--- config.mk ---
export PLATFORM = sky130hd
export DESIGN_NAME = galois_lfsr_gen
export DESIGN_NICKNAME = d
export VERILOG_FILES = /design/src/rtl/galois_lfsr_gen.sv
export SDC_FILE = /design/constraint.sdc
export NUM_CORES = 1
export LEC_CHECK = 0
export CORE_MARGIN = 2
export CORE_UTILIZATION = 47
export CTS_BUF_LIST = sky130_fd_sc_hd__clkbuf_4 sky130_fd_sc_hd__clkbuf_8
export DETAILED_ROUTE_END_ITERATION = 8
export GPL_TIMING_DRIVEN = 0
export PLACE_DENSITY = 0.86
export SETUP_SLACK_MARGIN = 0.15
export SLEW_MARGIN = 10
export SYNTH_ARGS = -nofsm -noshare
export SYNTH_HDL_FRONTEND = slang
export SYNTH_SLANG_ARGS = --single-unit
--- constraint.sdc ---
create_clock -name clk -period 1.6 [get_ports clk]
set_clock_uncertainty 0.2 [all_clocks]
set_input_delay 0.32 -clock clk [delete_from_list [all_inputs] [get_ports clk]]
set_output_delay 0.32 -clock clk [all_outputs]
set_load 0.01 [all_outputs]
--- src/rtl/galois_lfsr_gen.sv ---
// Parametrised Galois LFSR with multi-step advance, runtime seed load with zero-lock protection,
// serial feedback-bit output and period measurement against an anchor state.
module galois_lfsr_gen #(
  parameter int unsigned      WIDTH = 5,
  parameter logic [WIDTH-1:0] TAPS  = 5'b10100,
  parameter logic [WIDTH-1:0] SEED  = WIDTH'(1),
  parameter int unsigned      STEPS = 1
) (
  input  logic             clk,
  input  logic             rst,
  input  logic             en,
  input  logic             load,
  input  logic [WIDTH-1:0] seed_i,
  output logic [WIDTH-1:0] state,
  output logic [STEPS-1:0] bits_o,
  output logic             load_err,
  output logic             period_hit,
  output logic [WIDTH-1:0] period_o
);

  logic [WIDTH-1:0] state_q;
  logic [WIDTH-1:0] anchor_q;
  logic [WIDTH-1:0] cnt_q;
  logic [STEPS-1:0] bits_q;
  logic             load_err_q;
  logic             hit_q;
  logic [WIDTH-1:0] period_q;

  logic [WIDTH-1:0] adv_state;
  logic [STEPS-1:0] adv_bits;
  logic [WIDTH-1:0] cnt_sum;

  // Unrolled chain of STEPS single Galois steps; bit k records the feedback of step k.
  always_comb begin
    adv_state = state_q;
    adv_bits  = '0;
    for (int k = 0; k < STEPS; k++) begin
      adv_bits[k] = adv_state[0];
      adv_state   = (adv_state >> 1) ^ (TAPS & {WIDTH{adv_state[0]}});
    end
  end

  assign cnt_sum = cnt_q + WIDTH'(STEPS);

  always_ff @(posedge clk) begin
    if (!rst) begin
      state_q    <= SEED;
      anchor_q   <= SEED;
      cnt_q      <= '0;
      bits_q     <= '0;
      load_err_q <= 1'b0;
      hit_q      <= 1'b0;
      period_q   <= '0;
    end else if (load) begin
      // A zero seed would lock the register up, so fall back to SEED and flag it.
      if (seed_i == '0) begin
        state_q    <= SEED;
        anchor_q   <= SEED;
        load_err_q <= 1'b1;
      end else begin
        state_q    <= seed_i;
        anchor_q   <= seed_i;
        load_err_q <= 1'b0;
      end
      cnt_q  <= '0;
      bits_q <= '0;
      hit_q  <= 1'b0;
    end else if (en) begin
      state_q    <= adv_state;
      bits_q     <= adv_bits;
      load_err_q <= 1'b0;
      if (adv_state == anchor_q) begin
        hit_q    <= 1'b1;
        period_q <= cnt_sum;
        cnt_q    <= '0;
      end else begin
        hit_q <= 1'b0;
        cnt_q <= cnt_sum;
      end
    end else begin
      load_err_q <= 1'b0;
      hit_q      <= 1'b0;
    end
  end

  assign state      = state_q;
  assign bits_o     = bits_q;
  assign load_err   = load_err_q;
  assign period_hit = hit_q;
  assign period_o   = period_q;

endmodule

## Yosys cells after proc, flatten, opt, wreduce, memory -nomap -nowiden

Cells that the tools add are included.

| operators by class | value |
|---|---|
| add/subtract/negate cells | 1 |
| equality and inequality tests | 1 |
| muxes and demuxes | 6 |
| bitwise logic cells | 4 |
| reduce and logical (&&, ||, !) cells | 6 |

Operator list:

| kind | number |
|---|---|
| 2-to-1 mux 5 bit | 4 |
| adder 5 x 1 -> 5 bit (second input constant) | 1 |
| equality test 5 bit | 1 |
| zero test 5 bit | 1 |
| XOR 4 x 5 -> 5 bit | 1 |
| inverter 1 bit | 3 |
| AND reduction 3 bit | 1 |
| OR reduction 3 bit | 1 |
| 2-to-1 mux 1 bit | 2 |
| AND reduction 2 bit | 1 |
| nonzero test 2 bit | 1 |
| OR reduction 2 bit | 1 |

| word-level totals | value |
|---|---|
| register bits | 23 |
| input port bits | 9 |
| output and inout port bits | 13 |
| word-level logic and storage cells | 25 |

## Depth between registers and ports, before layout

Gate-level depths: netlist (run 1).

| logic depth | value |
|---|---|
| depth in word-level cells | 3 |
| depth in mapped cells | 5 |
| depth with buffers taken out | 5 |

## Worst setup path before layout (run 1)

No wires, ideal clock.

| timing | value |
|---|---|
| path type | flip-flop to flip-flop |
| start | reg state_q[0] (netlist: state[0]) |
| end | reg period_q[1] (netlist: period_o[1]) |
| setup time | 72 ps |
| arrival time | 1496 ps |
| data required time | 1328 ps |
| path slack | -168 ps |
| stages on the path, launching flop included | 6 |
| buffers on the path | 1 |
| clock period less this slack | 1768 ps |
| path through | dfxtp_1 > buf_6 > xor3_2 > nor3b_4 > and2_4 > mux2i_1 |

| between the ends | value |
|---|---|
| cells in the longest elaborated chain, start to end | 3 |

RTL lines:

| what | line | RTL |
|---|---|---|
| start, declared | 21 | `logic [WIDTH-1:0] state_q;` |
| start signal, assigned | 61 | `state_q <= seed_i;` |
| start signal, assigned | 69 | `state_q <= adv_state;` |
| XOR 4 x 5 -> 5 bit | 39 | `adv_state = (adv_state >> 1) ^ (TAPS & {WIDTH{adv_state[0]}});` |
| equality test 5 bit | 72 | `if (adv_state == anchor_q) begin` |
| AND reduction 3 bit (no source line) | n/a |  |
| end signal, assigned | 74 | `period_q <= cnt_sum;` |
| end, declared | 27 | `logic [WIDTH-1:0] period_q;` |

No other way between the ends.
A chain may end at the register's enable or synchronous reset.

## Final worst setup path (run 1)

| timing | value |
|---|---|
| start | reg anchor_q[2] |
| end | reg period_q[1] (netlist: period_o[1]) |

| between the ends | value |
|---|---|
| cells in the longest elaborated chain, start to end | 2 |

RTL lines:

| what | line | RTL |
|---|---|---|
| start, declared | 22 | `logic [WIDTH-1:0] anchor_q;` |
| start signal, assigned | 62 | `anchor_q <= seed_i;` |
| equality test 5 bit | 72 |  |
| AND reduction 3 bit (no source line) | n/a |  |

No other way between the ends.

==> results of run 1 <==
layout make-up:
class                      count  share of cell area
buffer                         7              0.0254
timing repair buffer          24               0.137
inverter                       1             0.00272
clock inverter                 1             0.00362
tap                           28              0.0254
sequential                    23               0.344
clock buffer                   3              0.0163
multi-input combinational     84               0.446
where the power goes:
group          internal (mW)  switching [mW]  total (mW)
sequential             0.593          0.0171       0.610
clock                 0.0937           0.183       0.277
combinational         0.0955          0.0907       0.186
through the flow:
stage	setup TNS (ps)	power, mW	hold slack, ps	instances
floorplan	-257	0.728	263	115
global placement	-1290	0.782	244	161
detailed placement	-1390	0.786	250	161
CTS	-172	1.07	187	170
global route	-874	1.12	211	171
finish	-403	1.07	190	171
registers in the layout, indices dropped and copies added (netlist names):
signal,cells
bits_o,1
state,5
period_hit,1
load_err,1
cnt_q,5
period_o,5
anchor_q,5
layer usage:
layer / routed length, um / share of wire
met1: 1090 / 0.46
met2: 1160 / 0.49
met3: 64 / 0.027
met4: 74 / 0.031
met5: 0 / 0
timing repair:
action | CTS | global route
setup endpoints to repair | 24 | 24
buffers inserted | 5 | 1
gates resized for setup | 42 | 17
hold buffers | 0 | 0
pin swaps | 2 | 2
cell usage in the layout (no fill, tap or decap), drive strengths merged:
| cell type | count |
|---|---|
| clkdlybuf4s50 | 5 |
| nand4 | 3 |
| a21oi | 6 |
| and3 | 2 |
| nor4 | 1 |
| nand3b | 1 |
| inv | 1 |
| dfxtp | 23 |
| clkdlybuf4s15 | 3 |
| clkbuf | 15 |
| ha | 1 |
| clkinv | 1 |
| o21ai | 10 |
| o211ai | 3 |
| mux2i | 6 |
| buf | 11 |
| a21boi | 4 |
| and2 | 4 |
| nor2 | 3 |
| nor2b | 5 |
| nand3 | 4 |
| a211oi | 2 |
| o211a | 2 |
| nand2 | 7 |
| xnor2 | 8 |
| and4 | 1 |
| xor3 | 1 |
| nand2b | 9 |
| nor3b | 1 |
kinds of logic after synthesis:
| kind of cell | Yosys count | share of synthesized area |
|---|---|---|
| compound gates | 27 | 0.155 |
| xor+xnor | 9 | 0.0881 |
| fa+ha+maj | 1 | 0.0116 |
| buf+inv | 8 | 0.0348 |
| flops | 23 | 0.426 |
| mux | 6 | 0.0556 |
| simple gates | 41 | 0.228 |
path summary, 6_finish.rpt:
kind / end / from / depth (start not counted) / slack [ps]
setup / recovery: period_o[1]$_SDFFE_PN0P_ / anchor_q[2]$_SDFFE_PN0P_ / 4 / -110
hold / removal: period_o[0]$_SDFFE_PN0P_ / rst / 2 / 190
setup reg to reg: period_o[1]$_SDFFE_PN0P_ / anchor_q[2]$_SDFFE_PN0P_ / 4 / -110
hold reg to reg: period_o[3]$_SDFFE_PN0P_ / period_o[3]$_SDFFE_PN0P_ / 2 / 250
==> Implementation_results.wiki, run 1 <==
{| class="wikitable"
! Metric !! Value
|-
| Sum of overflow across all layers after global routing || 0
|-
| Post-detailed-route wirelength per cell || about 14 um
|-
| Max capacitance violation total || 0
|-
| Total routing resource utilization after global routing || 0.199
|-
| Met2 usage in global routing || 0.331
|-
| Routed via count || between 900 and 1000
|-
| Sort of element at the end of the critical path || register
|-
| WP data required || 1650 ps
|-
| Multi-input gate area in the final layout || ~620 sq um
|-
| Post-synth top area share || 0.426
|-
| PortBufs || 18
|-
| Half-perimeter wire length of the detailed placement result || 1.61 mm
|-
| Kind of start point of the critical path || register
|-
| Yosys synthesis warning count || 0
|-
| Unrepaired setup endpoints after global routing || yes
|-
| Family of cells with the greatest summed delay on the critical path || simple AND/OR/NAND/NOR gates
|-
| Via density per instance || 5.33
|-
| Top-count cell post-synth || sky130_fd_sc_hd__dfxtp_1
|-
| Unique masters post-synth || 28
|-
| Mean post-synth cell area || around 9.4 sq um
|-
| H-tree depth reported by CTS || 1
|-
| Utilization of the core after routing || 0.630
|-
| Number of buffers inserted during clock tree synthesis || 3
|-
| Minimum period implied by the final worst setup slack || around 1700 ps
|-
| Most area-consuming cells after synthesis || sky130_fd_sc_hd__dfxtp_1, sky130_fd_sc_hd__xnor2_1, sky130_fd_sc_hd__mux2i_1, sky130_fd_sc_hd__nand2b_1, sky130_fd_sc_hd__o21ai_0
|-
| Detailed-router iteration count before antenna repair || 4
|-
| Leakage power summed over all cells || between 0.5 and 0.6 nW
|-
| Worst-Skew Late Latency || 320 ps
|-
| DP Area || 0.00130 sq mm
|-
| Category of the critical setup timing path || register to register
|-
| Maximum root-to-sink buffer count || 2
|-
| Clock sink count || 23
|-
| Violations in the final reports || setup timing
|-
| Core outline area || 0.00219 sq mm
|-
| Post-synthesis register bit count || 23
|-
| Clock-pin slew of the registers on the worst-case setup and hold paths || ~120 ps
|-
| Die Y || 51.9 um
|-
| Slowest Stage Delay on Critical Path || approximately 450 ps
|-
| Maximum number of pins on one net before global-route repair || 14
|-
| Met1 Resource Use GR || 0.239
|-
| GR met3 Demand/Resource || 0.0259
|-
| Filler cell count || around 170
|-
| Total power divided by cell area || roughly 800 mW/mm^2
|-
| Clock tree from TritonCTS || done
|-
| Standard-cell rows || 17
|-
| Synth top cells by count || sky130_fd_sc_hd__dfxtp_1, sky130_fd_sc_hd__o21ai_0, sky130_fd_sc_hd__nand2b_1
|-
| Vias in the first global route || 897
|-
| Async set-or-reset flop fraction in the synthesized netlist || 0
|-
| Antenna cells || 0
|-
| Post-synthesis cell area || roughly 0.0011 sq mm
|-
| Die Wd || about 52 um
|-
| Number of max-slew violations in the final report || 0
|-
| Net count, final || approximately 150
|-
| Min-delay worst type || primary input to register
|-
| PnR worst setup slack || -109 ps
|-
| Timing-limited maximum frequency || slightly below 600 MHz
|-
| Relative area change from synthesis to final layout || 27.9%
|-
| Critical path's slowest cell || sky130_fd_sc_hd__xor3_2
|-
| CP Max Fanout || 5
|-
| WP data arrival || ~1800 ps
|-
| WL final || around 2.4 mm
|-
| Register area || 475 sq um
|-
| Total DRC errors in the routed layout || 0
|-
| Number of hold violations in the final report || 0
|-
| Synthesized netlist net count || between 100 and 150
|-
| Number of antenna violations at the first check in global routing || 0
|-
| Cell area after layout || 0.00138 sq mm
|-
| Weighted congestion reported at the end of routability-driven placement || around 0.81
|-
| IR Drop Worst-Case VDD || between 400 and 500 uV
|-
| Area of the die || around 0.0027 sq mm
|-
| Top-Level Pins || 22
|-
| Layout cell share with drive strength beyond 1 || 0.280
|-
| Tcrit/Tclk final || 1.07
|-
| Root buf cell || sky130_fd_sc_hd__clkbuf_4
|-
| Highest-utilization routing layer at the global route stage || met2
|-
| Number of synthesized flops with an enable pin || 0
|-
| Drt initial violations || 12
|-
| Final setup violation count || 6
|-
| Sequential-to-total area share from yosys stat || 0.426
|-
| Gate Count Post-Synth || between 100 and 150
|-
| Headroom to the max-slew limit || 0.722
|-
| Post-route antenna net violation count || 0
|-
| Wire length of the first global-routing pass || around 3.9 mm
|-
| Status || finished with violations
|-
| Cells along the critical path || xor3_2, nor3b_4, and2_4, mux2i_1
|-
| Worst-Margin Slew || about 420 ps
|-
| Cell type with the largest total area after synthesis || sky130_fd_sc_hd__dfxtp_1
|-
| Buffers and inverters on the worst path || 0
|-
| Starting density of the core || 0.493
|-
| Pre-CTS setup slack || -158 ps
|-
| Main flop type after synthesis || sky130_fd_sc_hd__dfxtp_1
|}
Note: power is estimated with default switching activity, not from simulation.
==> run 2, diff against run 1 <==
SLEW_MARGIN = 20   (was 10)
clock period = 1.4 ns   (was 1.6 ns; I/O delays follow)
==> run 2 against run 1 <==
Against the previous run:
- the flow still finishes with violations (setup timing)
- die area stayed put
- sequential power rose by 14%
- core utilization up 3.4 points
- global-route usage rose by 1.3 points
- critical endpoint unchanged
==> Implementation_results.wiki, run 2 (synthesis gave the netlist of run 1 again) <==
{| class="wikitable"
! Metric !! Value
|-
| Amount of wire on met2 after detailed routing || ~1.4 mm
|-
| Total routing resource utilization after global routing || 0.212
|-
| WP data arrival || roughly 1800 ps
|-
| Worst-Skew Late Latency || 320 ps
|-
| Minimum period implied by the final worst setup slack || 1730 ps
|-
| PnR worst setup slack || -328 ps
|-
| Non-filler cells in the finished layout || between 150 and 200
|-
| Max capacitance violation total || 0
|-
| Half-perimeter wire length of the detailed placement result || ~1.6 mm
|-
| IR Drop Worst-Case VDD || approximately 680 uV
|-
| Via density per instance || 5.53
|-
| Commonest non-fill, non-tap cells in the layout || sky130_fd_sc_hd__buf_6, sky130_fd_sc_hd__dfxtp_1, sky130_fd_sc_hd__nand2b_1, sky130_fd_sc_hd__dfxtp_2
|-
| Core outline area || roughly 0.0022 sq mm
|-
| Most common library cell in the layout ignoring fill and taps || sky130_fd_sc_hd__buf_6
|-
| Min-delay worst type || primary input to register
|-
| Category of the critical setup timing path || register to register
|-
| H-tree depth reported by CTS || 1
|-
| Wire length of the first global-routing pass || between 4 and 5 mm
|-
| Weighted congestion reported at the end of routability-driven placement || 0.808
|-
| Antenna cells || 0
|-
| Number of hold violations in the final report || 0
|-
| Post-route antenna net violation count || 0
|-
| Cells along the critical path || xor3_2, nor3b_4, and2_4, mux2i_1
|-
| Placed Instances || around 160
|-
| Vias in the first global route || 900
|-
| Number of antenna violations at the first check in global routing || 0
|-
| Headroom to the max-slew limit || 0.716
|-
| Unrepaired setup endpoints after global routing || yes
|-
| Clock tree from TritonCTS || done
|-
| Leakage power summed over all cells || about 0.59 nW
|-
| Top-Level Pins || 22
|-
| Violations in the final reports || setup timing
|-
| Die Y || 51.9 um
|-
| Status || finished with violations
|-
| Number of buffers inserted during clock tree synthesis || 3
|-
| Cell area after layout || around 0.0015 sq mm
|-
| Timing-limited maximum frequency || 579 MHz
|-
| Detailed-route wire length on metal 1 || between 1 and 1.5 mm
|-
| Tcrit/Tclk final || 1.23
|-
| Number of max-slew violations in the final report || 0
|-
| Layout cell share with drive strength beyond 1 || 0.343
|-
| Starting density of the core || 0.493
|-
| WP data required || ~1500 ps
|-
| Sum of overflow across all layers after global routing || 0
|-
| Net count, final || 154
|-
| Kind of start point of the critical path || register
|-
| WL final || ~2.7 mm
|-
| Maximum number of pins on one net before global-route repair || 13
|-
| Total DRC errors in the routed layout || 0
|-
| Total power divided by cell area || 886 mW/mm^2
|-
| Maximum root-to-sink buffer count || 2
|-
| DP Area || between 0.001 and 0.0015 sq mm
|-
| Sort of element at the end of the critical path || register
|-
| Clock sink count || 23
|-
| Root buf cell || sky130_fd_sc_hd__clkbuf_4
|-
| CP Max Fanout || 5
|-
| Drt initial violations || 26
|-
| PortBufs || 18
|-
| Standard-cell rows || 17
|-
| Routed length on met3 || roughly 85 um
|-
| Clock-pin slew of the registers on the worst-case setup and hold paths || between 100 and 150 ps
|-
| Area of the die || between 0.002 and 0.003 sq mm
|-
| Worst-Margin Slew || about 430 ps
|-
| Final setup violation count || 11
|-
| Slowest Stage Delay on Critical Path || 460 ps
|-
| Routed via count || ~950
|-
| Die Wd || 51.9 um
|-
| Detailed-router iteration count before antenna repair || 4
|-
| Critical path's slowest cell || sky130_fd_sc_hd__xor3_2
|-
| Relative area change from synthesis to final layout || 34.8%
|-
| Post-detailed-route wirelength per cell || 15.6 um
|-
| Highest metal used || met4
|}
-- run 2: changes by cell type in the layout (fill, tap and decap cells not counted), sizes merged --
cell / change
clkdlybuf4s50: -1
dlymetal6s2s: +1
clkdlybuf4s15: -2
clkinv: -1
clkbuf: -5
buf: +8
-- run 2: timing repair --
action	CTS	global route
setup endpoints to repair	26	28
hold buffers	0	0
resized for setup	84	5
pin swaps	4	2
setup buffers	6	0
-- run 2: where the power goes --
group	total (mW)	internal [mW]	switching [mW]
registers	0.698	0.677	0.0216
logic	0.247	0.131	0.116
clock network	0.345	0.131	0.214
total	1.29	0.939	0.351
-- run 2: layer usage --
metal | vias up | GRT usage
met5 | - | 0
met1 | 450 | 0.280
met3 | 7 | 0.0172
li1 | 458 | -
met4 | 0 | 0.0965
met2 | 31 | 0.350
-- run 2: final cells by class --
cell class / count / area (sq um)
plain buffers: 7 / 38.8
clock buffers: 4 / 30.0
fillers: 177 / 736
inverters: 1 / 3.75
multi-input cells: 84 / 618
flip-flops and latches: 23 / 483
well taps: 28 / 35.0
repair buffers: 24 / 246
-- run 2: worst paths after layout --
check                                 from                  endpoint  slack [ps]  cells past startpoint
hold reg to reg   period_o[4]$_SDFFE_PN0P_  period_o[4]$_SDFFE_PN0P_         280                      2
setup reg to reg  anchor_q[2]$_SDFFE_PN0P_  period_o[1]$_SDFFE_PN0P_        -330                      4
setup / recovery  anchor_q[2]$_SDFFE_PN0P_  period_o[1]$_SDFFE_PN0P_        -330                      4
hold / removal                         rst  period_o[4]$_SDFFE_PN0P_         160                      3
-- run 2: stage by stage --
step | hold slack [ps] | setup WS [ps] | TNS, ps | util | power, mW
floorplan | 247 | -276 | -1360 | - | 0.833
global placement | 245 | -349 | -2660 | 0.595 | 0.895
detailed placement | 253 | -363 | -2980 | 0.595 | 0.901
CTS | 150 | -270 | -2250 | 0.656 | 1.27
global route | 183 | -398 | -3400 | 0.664 | 1.33
finish | 158 | -328 | -2780 | 0.664 | 1.29
-- run 2: critical path, delay by kind of cell (launching register included) --
| family | cells | cell delay, ps |
|---|---|---|
| flops | 1 | 350 |
| simple gates | 2 | 470 |
| mux | 1 | 180 |
| xor+xnor | 1 | 460 |
==> run 3, diff against run 2 <==
SLEW_MARGIN = unset   (was 20)
==> results of run 3 <==
No change in the layout: final DEF, timing and power equal those of run 2.
